<file path="src/rtl/ret_addr_stack.sv">
// ret_addr_stack: LIFO return-address stack that sits beside the program counter.
// A successful pop shows up one cycle later on pop_addr with a single-cycle
// pop_valid pulse. Sticky overflow/underflow flags go to the control unit.
// Optional feature macro: RAS_CIRCULAR_EN. When it is defined, a push on a full
// stack overwrites the oldest entry instead of being dropped.
module ret_addr_stack #(
    parameter int  WIDTH = 5,
    parameter int  DEPTH = 4,
    localparam int CW    = $clog2(DEPTH + 1)
) (
    input  logic             clk,
    input  logic             rst,
    input  logic             push,
    input  logic [WIDTH-1:0] push_addr,
    input  logic             pop,
    input  logic             clr_err,
    output logic [WIDTH-1:0] pop_addr,
    output logic             pop_valid,
    output logic [CW-1:0]    count,
    output logic             empty,
    output logic             full,
    output logic             overflow,
    output logic             underflow
);

    localparam int PW = (DEPTH > 1) ? $clog2(DEPTH) : 1;

    // Entry storage and the pointer to the current top entry. Because DEPTH is
    // a power of two, pointer arithmetic wraps modulo DEPTH on its own.
    logic [WIDTH-1:0] mem_q [DEPTH];
    logic [PW-1:0]    tos_q, tos_d;
    logic [CW-1:0]    count_q, count_d;
    logic [WIDTH-1:0] pop_addr_q, pop_addr_d;
    logic             pop_valid_q, pop_valid_d;
    logic             overflow_q, overflow_d;
    logic             underflow_q, underflow_d;

    logic             mem_we;
    logic [PW-1:0]    mem_waddr;
    logic             is_empty, is_full;

    assign is_empty = (count_q == '0);
    assign is_full  = (count_q == CW'(DEPTH));

    // Next-state decode for pointer, count, pop output, flags and the entry write.
    always_comb begin
        tos_d       = tos_q;
        count_d     = count_q;
        pop_addr_d  = pop_addr_q;
        pop_valid_d = 1'b0;
        overflow_d  = overflow_q & ~clr_err;
        underflow_d = underflow_q & ~clr_err;
        mem_we      = 1'b0;
        mem_waddr   = tos_q;

        unique case ({push, pop})
            2'b10: begin
                if (!is_full) begin
                    mem_we    = 1'b1;
                    mem_waddr = tos_q + PW'(1);
                    tos_d     = tos_q + PW'(1);
                    count_d   = count_q + CW'(1);
                end else begin
`ifdef RAS_CIRCULAR_EN
                    // The slot above the top is the oldest entry when full,
                    // so writing there evicts it and keeps count at DEPTH.
                    mem_we    = 1'b1;
                    mem_waddr = tos_q + PW'(1);
                    tos_d     = tos_q + PW'(1);
`else
                    overflow_d = 1'b1;
`endif
                end
            end
            2'b01: begin
                if (!is_empty) begin
                    pop_addr_d  = mem_q[tos_q];
                    pop_valid_d = 1'b1;
                    tos_d       = tos_q - PW'(1);
                    count_d     = count_q - CW'(1);
                end else begin
                    underflow_d = 1'b1;
                end
            end
            2'b11: begin
                pop_valid_d = 1'b1;
                if (!is_empty) begin
                    // Return the old top and replace it in place.
                    pop_addr_d = mem_q[tos_q];
                    mem_we     = 1'b1;
                    mem_waddr  = tos_q;
                end else begin
                    // Nothing stored: the pushed address passes straight through.
                    pop_addr_d = push_addr;
                end
            end
            default: ;
        endcase
    end

    // Control and output registers; reset overrides every other input.
    always_ff @(posedge clk) begin
        if (rst) begin
            tos_q       <= '1;
            count_q     <= '0;
            pop_addr_q  <= '0;
            pop_valid_q <= 1'b0;
            overflow_q  <= 1'b0;
            underflow_q <= 1'b0;
        end else begin
            tos_q       <= tos_d;
            count_q     <= count_d;
            pop_addr_q  <= pop_addr_d;
            pop_valid_q <= pop_valid_d;
            overflow_q  <= overflow_d;
            underflow_q <= underflow_d;
        end
    end

    // One write port per entry; contents are left as-is on reset.
    for (genvar gi = 0; gi < DEPTH; gi++) begin : g_entry
        always_ff @(posedge clk) begin
            if (!rst && mem_we && (mem_waddr == PW'(gi))) begin
                mem_q[gi] <= push_addr;
            end
        end
    end

    assign pop_addr  = pop_addr_q;
    assign pop_valid = pop_valid_q;
    assign count     = count_q;
    assign empty     = is_empty;
    assign full      = is_full;
    assign overflow  = overflow_q;
    assign underflow = underflow_q;

endmodule

</file>
<file path="config.mk">
export PLATFORM = sky130hd
export DESIGN_NAME = ret_addr_stack
export DESIGN_NICKNAME = d
export VERILOG_FILES = /design/src/rtl/ret_addr_stack.sv
export SDC_FILE = /design/constraint.sdc
export NUM_CORES = 1
export LEC_CHECK = 0
export CORE_MARGIN = 1
export CORE_UTILIZATION = 45
export DETAILED_ROUTE_END_ITERATION = 6
export PLACE_DENSITY = 0.78
export SYNTH_ARGS = -nofsm -noshare
export SYNTH_HDL_FRONTEND = slang
export SYNTH_SLANG_ARGS = --single-unit
</file>
<file path="constraint.sdc">
create_clock -name clk -period 1.8 [get_ports clk]
set_input_delay 0.27 -clock clk [delete_from_list [all_inputs] [get_ports clk]]
set_output_delay 0.27 -clock clk [all_outputs]
set_load 0.005 [all_outputs]
</file>
-- Word level (Yosys, flattened, before mapping)
Memories as Yosys holds them, arrays and structs flattened. A register that Yosys moved wholly into a read port is not among the register bits.
Index checks and enable logic that the tools add are counted.
- $add $sub $neg: 4
- equal/unequal tests: 9
- reduce and logical (&&, ||, !) cells: 16
- mux-type cells: 37
- bitwise logic cells: 3
- operators with widths (kind ; count):
    5-bit 2-to-1 mux ; 5
    1-bit 2-to-1 mux ; 17
    2-bit 2-to-1 mux ; 8
    5-bit OR reduction ; 3
    5-bit one-hot mux with 2 select lines ; 1
    2-bit equality test (second input constant) ; 4
    3-bit 2-to-1 mux ; 2
    3-bit one-hot mux with 2 select lines ; 1
    1-bit logical AND ; 5
    2-bit by 1-bit equality test with 1-bit output (second input constant) ; 2
    2-bit != test (second input constant) ; 2
    1-bit one-hot mux with 2 select lines ; 2
    2-bit one-hot mux with 2 select lines ; 1
    2-bit AND reduction ; 2
    2-bit nonzero test ; 2
    3-bit by 1-bit adder with 3-bit output (second input constant) ; 1
    3-bit equality test (second input constant) ; 1
    3-bit logical NOT ; 1
    3-bit AND reduction ; 1
    3-bit by 1-bit subtractor with 3-bit output (second input constant) ; 1
    2-bit by 1-bit adder with 2-bit output (second input constant) ; 1
    1-bit bitwise AND ; 2
    2-bit logical NOT ; 1
    2-bit by 1-bit subtractor with 2-bit output (second input constant) ; 1
    2 further kinds ; 2
- RAM bits: 20
- bits in registers: 13
- memories: 1
- output and inout bits: 13
- memory list (name ; depth ; bits a word ; read ports ; clocked after memory_dff ; wr ports ; RTL line ; source):
    mem_q ; 4 ; 5 ; 1 ; 1 ; 1 ; 30 ; logic [WIDTH-1:0] mem_q [DEPTH];

-- Longest topological paths before layout
Gate-level depths: netlist of run 1.
- word-level depth: 11
- gate-level depth with buffers: 6

-- Worst setup path after synthesis of run 1
Ideal clock, no wire load.
- path type: register to register
- start point: register count_q[2], in the netlist count[2]
- end point: memory mem_q[3][0] (enable)
- period minus slack after synthesis: 1.947 ns
- required time: 1.425 ns
- path slack: -0.147 ns
- arrival time: 1.572 ns
- stages on the path, launching flop included: 6
- cells stage by stage: dfxtp_1 or3b_1 inv_2 nor2_1 xnor2_1 nor3b_1
- cells in the longest elaborated chain, start to end: 11
- elaborated cells between the ends (all ways): 33
- classes of those cells: 4 x eq/ne; 19 x mux; 10 x reduce/logical
- RTL lines (what ; RTL line ; source):
    start: declaration ; 32 ; logic [CW-1:0] count_q, count_d;
    start signal: assignment ; 112 ; count_q <= count_d;
    3-bit equality test (*) ; 43 ; assign is_full = (count_q == CW'(DEPTH));
    named net full ; 21 ; output logic full,
    2-bit 2-to-1 mux or 1-bit 2-to-1 mux (tied branches) ; 58 ; if (!is_full) begin
    2-bit 2-to-1 mux or 1-bit one-hot mux with 2 select lines (tied branches) ; - ;
    2-bit by 1-bit equality test with 1-bit output or 1-bit logical AND (tied branches) ; 123 ; if (!rst && mem_we && (mem_waddr == PW'(gi))) begin
    1-bit logical AND ; 123 ;
    1-bit 2-to-1 mux ; 123 ;
    1-bit 2-to-1 mux (implied by the code) ; 124 ; mem_q[gi] <= push_addr;
    5-bit OR reduction (no line) ; - ;
    2-bit 2-to-1 mux (no line) or 1-bit 2-to-1 mux (tied branches) (3 in series) ; - ;
    end: declaration ; 30 ;
Mark *: on every way through the listed nets, which the timed path passes. The rest lies on a longest branch.

-- Final worst setup path of run 1
- start point: register count_q[2], in the netlist count[2]
- end point: output empty
- cells in the longest elaborated chain, start to end: 1
- RTL lines (what ; RTL line ; source):
    3-bit logical NOT ; 42 ; assign is_empty = (count_q == '0);
    end: declaration ; 20 ; output logic empty,
Every way passes these cells.

==> results of run 1 <==
-- cells by family (layout without fill, tap and decap cells) --
group / Yosys count / in the layout
buffers and inverters: 12 / 55
DFF: 35 / 35
xor gates and xnor gates: 5 / 5
muxes: 11 / 11
adders and majority gates: 1 / 1
and+or+nand+nor: 31 / 31
AOI/OAI and AO/OA: 20 / 20
-- sequential cells by signal (all words and copies together) (netlist names), named ones only --
| register | cells |
|---|---|
| overflow | 1 |
| count | 3 |
| tos_q | 2 |
| underflow | 1 |
| pop_valid | 1 |
| pop_addr | 5 |
| mem_q | 20 |
-- area by class of cell --
cell class / count / area [um2]
fillers: 257 / 1120
flip-flops and latches: 35 / 907
multi-input cells: 68 / 578
repair buffers: 41 / 364
well taps: 44 / 55.1
clock inverters: 3 / 38.8
clock buffers: 5 / 37.5
inverters: 6 / 26.3
-- metal layers --
metal  wire, um  vias to the layer above  track usage [%]  share of wire [%]
li1           -                      506                -                  -
met5          0                        -                0                  0
met4         55                        0             9.97                1.8
met2       1550                       24             33.8                 50
met3        114                        8             6.28                3.7
met1       1380                      492             24.0                 44
-- worst register-to-register path: stages (launching register included) --
cell and delay, ns:
dfxtp_4 0.37, or3b_4 0.42, inv_4 0.09, nor2_1 0.06
xnor2_1 0.15, nor3b_2 0.18, buf_4 0.17
-- power breakdown --
group / switching [W] / internal [W]
clock network: 0.000258 / 0.000285
registers: 0.0000607 / 0.000911
logic: 0.000203 / 0.000260
-- how the worst min path moves through the flow --
stage          cells past startpoint         from          end  slack, ns
2_1_floorplan                      1          pop  pop_addr[1]       0.37
3_3_place_gp                       2  pop_addr[1]  pop_addr[1]       0.50
3_5_place_dp                       2  pop_addr[1]  pop_addr[1]       0.50
4_1_cts                            2  pop_addr[1]  pop_addr[1]       0.52
5_1_grt                            2  pop_addr[0]  pop_addr[0]       0.56
6_report                           2  pop_addr[1]  pop_addr[1]       0.51
-- cell usage in the layout, fill, tap and decap left out, types with 2 or more instances in the layout --
cell type        netlist  final
buf_4                  1     19
clkinv_2               1      2
mux2i_1                6      6
clkbuf_4               0      5
clkdlybuf4s50_1        0     20
a211oi_1               2      2
o21ai_1                2      2
a21oi_1                5      5
nor3_1                 3      2
a211oi_2               4      4
xnor2_1                5      4
nor2b_1                3      3
mux4_2                 5      5
edfxtp_1              20     20
nand2_1                3      3
nor2_1                13     13
inv_1                  3      3
dfxtp_2                0      2
dfxtp_1               15     12
-- what timing repair did --
| action | 4_1_cts | 5_1_grt |
|---|---|---|
| setup buffers | 2 | 0 |
| hold buffers | 0 | 0 |
| pin swaps | 0 | 0 |
| endpoints found under the setup margin | 2 | 5 |
| gates resized for setup | 7 | 3 |
-- through the flow --
| stage | util [%] | setup TNS [ns] | setup slack [ns] |
|---|---|---|---|
| 2_1_floorplan | - | 0 | 0.0212 |
| 3_3_place_gp | 60.6 | -2.76 | -0.169 |
| 4_1_cts | 63.8 | -0.194 | -0.194 |
| 5_1_grt | 64.2 | 0 | 0.000281 |
| 3_5_place_dp | 60.6 | -3.76 | -0.225 |
| 6_report | 64.2 | 0 | 0.0808 |
==> impl_metrics.json, run 1 <==
{
  "run_status": "finished clean",
  "cp.depth": 3,
  "maxCapViolCount": 0,
  "holdWs_ns": 0.512,
  "yosysMostFrequentCell": "edfxtp_1",
  "wl_per_cell_um": 15.3,
  "rrSetupSlack_ns": 0.08,
  "floorplan.initialDensity_pct": 48.2,
  "synthesis.nets": 126,
  "synthMuxAreaShare_pct": 11.4,
  "ant_nets": 0,
  "cp_num_buf_inv": 2,
  "cts_inserted_buffers": 5,
  "core-area_mm2": 0.00313,
  "synthAdderAreaFrac_pct": 1.33,
  "yosysWarnings": 0,
  "r2r-start": "count[1]",
  "ys_top_cells_by_count": "edfxtp_1 (20), dfxtp_1 (15), nor2_1 (13)",
  "peakVddDrop_v": 0.000605,
  "tightestPinTransition_ns": 0.378,
  "cp_cell_sequence": "or3_4, clkinv_2, dlygate4sd2_1",
  "synth.area.top_cells": "edfxtp_1 (40%), dfxtp_1 (20%), mux4_2 (7.5%)",
  "die_y_um": 59.9,
  "seq_area_frac_synth_pct": 59.7,
  "dpl.cell_count": 192,
  "synth_seq_cells": 35,
  "syn_to_final_growth_pct": 33.0,
  "synth_top_family_by_area": "multiplexers",
  "async_reset_ff_share_pct": 0,
  "synth_area_mm2": 0.00151,
  "routed_wl_um": 3100,
  "p_leak_nw": 0.758,
  "max_freq_mhz": 582,
  "nNetsFinal": 168,
  "drt_iter0_drc": 44,
  "synth-simple-area-share_pct": 10.7,
  "setup_viol": 0,
  "via_count": 1030,
  "globalRouteOverflowTotal": 0,
  "cp_slowest_stage_delay_ns": 0.42,
  "fin_crit_sh_pct": 95.5,
  "die_w_um": 59.9,
  "hold_class": "reg2reg",
  "rsz0062_at_grt": "no",
  "clock_latency_ns": 0.34,
  "grt_util_all_layers_pct": 20.4,
  "slowest_stage": "or3_4",
  "synth-compound-area-share_pct": 10.5,
  "fp-row-count": 20,
  "drtPass1Iterations": 4,
  "avgSynthCellArea_um2": 13.1,
  "crit_path_end_kind": "primary output",
  "arrival_ns": 1.45,
  "fin_cells": 202,
  "dp_hpwl_um": 2150,
  "cts_sinks": 35,
  "reg2reg_depth": 6,
  "power.total_w": 0.00198,
  "fin_skew_ns": 0.00660,
  "clkSlewWorstSetupHoldPaths_ns": 0.11,
  "grt_pass1_vias": 1049,
  "io_pins": 23,
  "grt_pass1_wl_um": 4990,
  "cts_tree": "yes",
  "path_class": "reg2out",
  "synth_xor_area_share_pct": 2.90,
  "critPathLaunchType": "flip-flop",
  "power_density_mw_per_mm2": 986,
  "maxSlewHeadroom_pct": 74.8,
  "drive_gt1_share_pct": 30.4,
  "startpoint": "count[2]",
  "final_area_mm2": 0.00201,
  "clk_path_buf_depth": 2,
  "r2r_end": "mem_q[3][4]",
  "synth_cell_types": 35,
  "dieArea_mm2": 0.00359,
  "cp_max_fo": 5,
  "worstPathRequired_ns": 1.53,
  "synth-main-ff-cell": "edfxtp_1",
  "synth_edf_count": 20,
  "critical_path.top_delay_family": "simple AND/OR/NAND/NOR gates",
  "yosys.area.top_type_share_pct": 39.8,
  "port_buffers": 22,
  "min_period_ns": 1.72,
  "drv_slew": 0,
  "synth_largest_area_cell": "edfxtp_1",
  "synthCells": 115,
  "viasPerCell": 5.10,
  "ctsRootBufferMaster": "clkbuf_4",
  "crit_end": "empty",
  "antenna_found_initial": 0,
  "grt_max_degree": 12,
  "place_area_mm2": 0.00189,
  "hold_violations": 0,
  "diodes": 0,
  "ctsHtreeMaxLevel": 2,
  "gp_congestion": 0.904,
  "drc": 0
}
No activity file was read; power rests on OpenSTA's default activity.
==> inputs of run 2 (changes only) <==
- CORE_ASPECT_RATIO: default -> 0.5
- SKIP_CTS_REPAIR_TIMING: default -> 1
==> run 2 against run 1 <==
Compared with the run above:
- the flow now finishes with violations (design-rule violations)
- sequential power is 0.7% lower
- clock power increased by 54%
- via count is 0.97% higher
- non-clock buffer count increased by 6
- critical path type is now reg2reg
==> impl_metrics.json, run 2 (synthesis results as in run 1) <==
{
  "arrival_ns": 1.68,
  "m1WireLength_um": 1440,
  "cts_sinks": 35,
  "hold_violations": 0,
  "fin_cells": 204,
  "slowest_stage": "or3b_4",
  "grt_pass1_wl_um": 4980,
  "routed_wl_um": 3000,
  "ctsHtreeMaxLevel": 2,
  "ctsRootBufferMaster": "clkbuf_8",
  "grt_max_degree": 12,
  "run_status": "complete, but fails checks",
  "power_density_mw_per_mm2": 1100,
  "grt_pass1_vias": 1047,
  "antenna_found_initial": 0,
  "die_w_um": 83.9,
  "fillers": 222,
  "maxCapViolCount": 0,
  "grt_util_all_layers_pct": 19.2,
  "cp_max_fo": 5,
  "die_y_um": 42.9,
  "dr_wl_met2_um": 1380,
  "fin_skew_ns": 0.00455,
  "place_area_mm2": 0.00193,
  "drt_iter0_drc": 48,
  "drive_gt1_share_pct": 31.7,
  "core-area_mm2": 0.00310,
  "peakVddDrop_v": 0.000472,
  "nNetsFinal": 174,
  "dieArea_mm2": 0.00360,
  "via_count": 1040,
  "max_freq_mhz": 574,
  "path_class": "reg2reg",
  "drtPass1Iterations": 6,
  "diodes": 0,
  "globalRouteOverflowTotal": 0,
  "critPathLaunchType": "flip-flop",
  "top_layer_used": "met4",
  "ant_nets": 0,
  "min_period_ns": 1.74,
  "clkSlewWorstSetupHoldPaths_ns": 0.07,
  "tightestPinTransition_ns": 0.458,
  "io_pins": 23,
  "drc": 2,
  "final_common_cell": "buf_4",
  "cp_cell_sequence": "or3b_4, inv_2, nor2_1, xnor2_1, nor3_2",
  "cts_inserted_buffers": 5,
  "gp_congestion": 0.812,
  "syn_to_final_growth_pct": 39.0,
  "floorplan.initialDensity_pct": 48.7,
  "wl_per_cell_um": 14.7,
  "fp-row-count": 14,
  "fin_crit_sh_pct": 96.7,
  "cp_slowest_stage_delay_ns": 0.41,
  "worstPathRequired_ns": 1.74,
  "viasPerCell": 5.10,
  "fin_tns_setup_ns": 0,
  "failed_checks": "design-rule violations",
  "cts_tree": "yes",
  "final_cell_mix": "buf_4 (25), edfxtp_1 (20), clkdlybuf4s50_1 (19), nor2_1 (13), dfxtp_1 (13)",
  "top_register": "mem_q",
  "hold_class": "in2reg",
  "rsz0062_at_grt": "yes",
  "maxSlewHeadroom_pct": 69.0,
  "final_area_mm2": 0.00210,
  "port_buffers": 22,
  "setup_viol": 0,
  "p_leak_nw": 0.818,
  "clock_latency_ns": 0.29,
  "crit_path_end_kind": "flip-flop",
  "wl_met3_um": 116,
  "dp_hpwl_um": 2160,
  "clk_path_buf_depth": 2,
  "dpl.cell_count": 193,
  "final_util_pct": 67.6,
  "largest_register_ffs": 20,
  "drv_slew": 0
}
[run 2: per-stage QoR]
stage          hold WS (ns)  power (W)  setup WS (ns)
5_1_grt               0.447    0.00241        -0.0468
6_report              0.417    0.00232         0.0589
4_1_cts               0.507    0.00229         -0.239
3_3_place_gp          0.492    0.00145         -0.193
3_5_place_dp          0.497    0.00146         -0.238
2_1_floorplan         0.366    0.00124         0.0212
[run 2: per-layer routing]
metal	up-vias	GRT usage, %
li1	516	-
met1	494	24.4
met2	24	31.5
met3	6	5.84
met4	0	7.24
met5	-	0
[run 2: area by class of cell]
class | instances | area (um2) | share of cell area [%]
clock buffers | 6 | 72.6 | 3.46
clock inverters | 2 | 60.1 | 2.86
inverters | 6 | 25.0 | 1.19
multi-input cells | 68 | 571 | 27.2
flip-flops and latches | 35 | 903 | 43.1
well taps | 40 | 50.0 | 2.39
repair buffers | 47 | 415 | 19.8
[run 2: worst max-delay path: cells and delay by family, from the launching register on]
kind | cells | cell delay, ns
flops | 1 | 0.34
buf+inv | 1 | 0.07
xor+xnor | 1 | 0.15
simple gates | 3 | 0.83
[run 2: path summary, 6_finish.rpt]
path / from / end / slack [ns] / depth (start not counted)
min reg2reg: pop_addr[1] / pop_addr[1] / 0.50 / 2
min: pop / pop_addr[1] / 0.42 / 3
max: count[1] / mem_q[1][4] / 0.06 / 5
max reg2reg: count[1] / mem_q[1][4] / 0.06 / 5
[run 2: power by group]
part	total [W]	leakage, nW	switching (W)	internal (W)
clock	0.000836	0.0654	0.000283	0.000554
sequential	0.000965	0.306	0.0000545	0.000910
combinational	0.000514	0.447	0.000216	0.000299
==> inputs of run 3 (changes only) <==
- PLACE_DENSITY: 0.78 -> 0.75
- SETUP_SLACK_MARGIN: default -> 0.15
- clock period: 1.8 -> 1.94 ns (I/O delays scaled with it)
==> run 3 against run 2 <==
Compared with the run above:
- the flow now finishes without violations
- cell area is 1.9% lower
- total power down 18%
- sequential share of layout area up 1.0 points
- critical path type is now in2reg
- global-route usage grew 0.37 points
==> impl_metrics.json, run 3 (synthesis results as in run 1) <==
{
  "drc": 0,
  "ctsRootBufferMaster": "clkbuf_8",
  "max_freq_mhz": 574,
  "power.total_w": 0.00190,
  "via_count": 1030,
  "fin_crit_sh_pct": 89.8,
  "m1WireLength_um": 1470,
  "r2r_end": "pop_addr[2]",
  "startpoint": "push",
  "floorplan.initialDensity_pct": 48.7,
  "drtPass1Iterations": 4,
  "cts_inserted_buffers": 5,
  "hold_class": "reg2reg",
  "antenna_found_initial": 0,
  "r2r-start": "count[1]",
  "die_y_um": 42.9,
  "reg2reg_depth": 6,
  "diodes": 0,
  "worstPathRequired_ns": 2.12,
  "setup_viol": 0,
  "final_util_pct": 66.3,
  "syn_to_final_growth_pct": 36.3,
  "rsz0062_at_grt": "yes",
  "die_w_um": 83.9,
  "cts_sinks": 35,
  "min_period_ns": 1.74,
  "min_to": "pop_addr[1]",
  "final_cell_mix": "clkdlybuf4s50_1 (20), edfxtp_1 (20), buf_4 (19), nor2_1 (13), dfxtp_1 (12)",
  "critPathLaunchType": "primary input",
  "drv_slew": 0,
  "tightestPinTransition_ns": 0.586,
  "ctsHtreeMaxLevel": 2,
  "rrSetupSlack_ns": 0.21,
  "dp_hpwl_um": 2230,
  "grt_util_all_layers_pct": 19.5,
  "routed_wl_um": 3130,
  "arrival_ns": 1.92,
  "whs_path_depth": 2,
  "gp_congestion": 0.852,
  "cts_tree": "yes",
  "top_register": "mem_q",
  "dr_wl_met2_um": 1450,
  "grt_pass1_wl_um": 4920,
  "run_status": "finished clean",
  "place_area_mm2": 0.00188,
  "path_class": "in2reg",
  "wl_met3_um": 149,
  "largest_register_ffs": 20,
  "wl_per_cell_um": 15.8,
  "core-area_mm2": 0.00310,
  "clk_path_buf_depth": 2,
  "fp-row-count": 14,
  "power_density_mw_per_mm2": 923,
  "holdWs_ns": 0.513,
  "crit_path_end_kind": "flip-flop",
  "grt_pass1_vias": 1024,
  "dieArea_mm2": 0.00360,
  "port_buffers": 22,
  "clkSlewWorstSetupHoldPaths_ns": 0.07,
  "nNetsFinal": 168,
  "ant_nets": 0,
  "hold_violations": 0,
  "maxCapViolCount": 0,
  "final_area_mm2": 0.00206,
  "viasPerCell": 5.20,
  "drive_gt1_share_pct": 33.5,
  "hp-start": "pop_addr[1]",
  "globalRouteOverflowTotal": 0,
  "cp_max_fo": 4,
  "drt_iter0_drc": 52,
  "peakVddDrop_v": 0.000456,
  "clock_latency_ns": 0.29,
  "maxSlewHeadroom_pct": 60.8,
  "top_layer_used": "met4",
  "fin_skew_ns": 0.00721,
  "p_leak_nw": 0.777,
  "io_pins": 23,
  "grt_max_degree": 13
}
[run 3: cell count changes in the layout (fill, tap and decap cells not counted), sizes merged]
cell / previous run / this run
buf: 25 / 19
bufinv: 2 / 0
clkinvlp: 0 / 2
clkbuf: 6 / 5
clkdlybuf4s50: 19 / 20
clkinv: 0 / 1
dlymetal6s2s: 3 / 2
[run 3: worst max path at each step]
stage	end	slack [ns]	cells after the start
3_5_place_dp	mem_q[0][4]	-0.1	7
6_report	count[2]	0.20	7
2_1_floorplan	mem_q[3][0]	0.16	5
3_3_place_gp	mem_q[3][3]	-0.10	5
5_1_grt	mem_q[3][0]	0.14	5
4_1_cts	full	-0.09	4
[run 3: where the power goes]
group / switching [W] / leakage, nW / internal, W
Combinational: 0.000211 / 0.430 / 0.000270
Clock: 0.000263 / 0.0402 / 0.000249
Sequential: 0.0000583 / 0.306 / 0.000846
Total: 0.000533 / 0.777 / 0.00137
[run 3: final cells by class]
type	count	area, um2
Tap cell	40	50.0
Inverter	6	27.5
Clock inverter	3	20.0
Fill cell	214	1040
Clock buffer	5	68.8
Multi-Input combinational cell	68	616
Timing Repair Buffer	41	368
Sequential cell	35	907
[run 3: layer usage]
layer | vias up | GRT usage (%)
met5 | - | 0
met4 | 0 | 8.28
met3 | 5 | 8.56
met2 | 22 | 30.2
met1 | 499 | 24.2
li1 | 504 | -
[run 3: worst max-delay path, stage by stage]
cell and delay [ns]:
clkdlybuf4s50_1 0.46, and2b_1 0.25, inv_2 0.05, fa_1 0.40
xnor2_2 0.19, a21oi_1 0.08, a31o_1 0.20
[run 3: per-stage QoR]
step,std cells,TNS (ns),setup slack (ns)
2_1_floorplan,115,0,0.161
6_report,198,0,0.197
3_5_place_dp,187,-1.42,-0.0960
3_3_place_gp,187,-1.17,-0.105
4_1_cts,195,-0.114,-0.0879
5_1_grt,198,0,0.141
==> edit (flow settings as in run 1) <==
The parameter `WIDTH` goes from 5 to 10.
--- a/src/rtl/ret_addr_stack.sv
+++ b/src/rtl/ret_addr_stack.sv
@@ -5,5 +5,5 @@
 // stack overwrites the oldest entry instead of being dropped.
 module ret_addr_stack #(
-    parameter int  WIDTH = 5,
+    parameter int  WIDTH = 10,
     parameter int  DEPTH = 4,
     localparam int CW    = $clog2(DEPTH + 1)
Ports: changed (resized pop_addr and push_addr); port bits go from 23 to 33. No check against the original RTL was run, so the function may have changed too.
==> edit against run 1 <==
- via count rose by 63%
- wire length grew 76%
- sequential cell count grew 25
- die area rose by 58%
- worst setup slack worse by 0.032 ns
- clock skew rose by 0.0024 ns
- first-iteration DRC count grew 84%
- power up 72%
- synthesized area grew 60%
- cell area increased by 65%
- sequential power rose by 69%
- global-route usage rose by 0.15 points
- non-clock buffer count is 25 higher
- utilization increased by 0.13 points
- critical path type is now input pin to flip-flop
==> edit: results <==
[cts]
cts_buffers = 9
clk_pin_slew_ns = 0.07
post_cts_resized = 4
root_buffer = clkbuf_8
clock_latency_ns = 0.34
cts_setup_buffers = 4
h-tree-depth = 3

[synthesis]
synthAdderAreaFrac_pct = 0.829
synthCells = 174
synth_area_leaders = edfxtp_1 (50%), dfxtp_1 (17%), mux4_2 (9.3%)
synth.distinct_cells = 37
synth_mux_area_share_pct = 10.2
synth.top_cells.by_count = edfxtp_1 (40), nand2_1 (22), dfxtp_1 (20)
syn_nets = 190
synth_async_sr_flop_share_pct = 0
synth_edf_count = 40
synth_compound_area_share_pct = 7.62
synth-main-ff-cell = edfxtp_1
ys_seq_area_share_pct = 66.3
synth-xor-area-share_pct = 1.81

[run_status]
status = finished clean

[route]
avgViaCountPerCell = 5.33
wl_per_cell_microns = 17.2
drt_iter0_markers = 81
firstDrtPassIters = 4
wl_microns = 5440

[worst_setup_path]
cp_max_fo = 3
critPathLaunch = push
cpPeakStageDelay_ns = 0.45
r2r_slack_ns = 0.06
worstReg2RegEnd = mem_q[3][8]
critPathTopFamily = buffers and inverters
cp-endpoint = count[2]
r2r_cells = 6
worstPathArrival_ns = 1.98
slowest_stage = clkdlybuf4s50_1

[timing]
relSlewSlack_pct = 64.0
fin_worst_skew_ns = 0.00897

[placement]
detailed_place_hpwl_microns = 3550
dp_cells = 294
port_buffers = 32
place_congestion = 0.867

[pwr]
leakagePower_uw = 0.00122
vdd_ir_drop_max_v = 0.000623

[finish]
regMostFlops = mem_q
nFillCells = 411
diodes = 0
layout.nets = 257
largest_reg_flops = 40
drive_gt1_share_pct = 30.9

[global_route]
globalRouteTotalUtil_pct = 20.6
grt_first_pass_wirelength_microns = 7900
grt_max_degree = 16
first_global_vias = 1622

[min_path]
hold_path.class = flip-flop to flip-flop
worstHoldStart = pop_addr[1]
[edit: changes by cell type after synthesis, moves of 2 or more]
cell,change
clkbuf_1,+2
nand2_1,+19
nor2_1,+6
a211oi_2,-4
mux4_2,+5
mux2i_1,-4
dfxtp_1,+5
edfxtp_1,+20
a311oi_1,+9
[edit: where the power goes]
group          leakage (uW)  total, uW  switching (uW)  internal, uW
Clock             0.0000791       1000             513           491
Combinational      0.000615        760             338           422
Sequential         0.000528       1640            67.7          1570
[edit: through the flow]
| step | hold WS [ns] | util [%] | worst slack (ns) | power (uW) | area (sq um) |
|---|---|---|---|---|---|
| floorplan | 0.369 | - | -0.0296 | 2030 | 2460 |
| global placement | 0.485 | 59.3 | -0.355 | 2330 | 3050 |
| detailed placement | 0.493 | 59.3 | -0.369 | 2350 | 3050 |
| CTS | 0.505 | 63.3 | 0.0116 | 3390 | 3250 |
| global route | 0.522 | 64.3 | -0.0122 | 3560 | 3300 |
| finish | 0.500 | 64.3 | 0.0485 | 3400 | 3300 |
[edit: layout make-up]
| class | instances | area [sq um] | share of cell area, % |
|---|---|---|---|
| clock buffer | 11 | 131 | 3.98 |
| clock inverter | 5 | 30.0 | 0.909 |
| inverter | 6 | 27.5 | 0.833 |
| multi-input combinational | 98 | 818 | 24.8 |
| sequential | 60 | 1600 | 48.5 |
| tap | 70 | 87.6 | 2.65 |
| timing repair buffer | 66 | 607 | 18.4 |
[edit: worst min-delay path: cells and delay by family (launching register included)]
family / cells / cell delay (ns)
flip-flops: 1 / 0.31
AND/OR/NAND/NOR: 1 / 0.09
AO/OA/AOI/OAI: 1 / 0.05
[edit: metal layers]
metal	GRT usage (%)	share of wire [%]	vias up
li1	-	-	784
met1	25.6	43	837
met2	33.0	51	55
met3	6.02	4.7	8
met4	10.3	1.9	0
met5	0	0	-
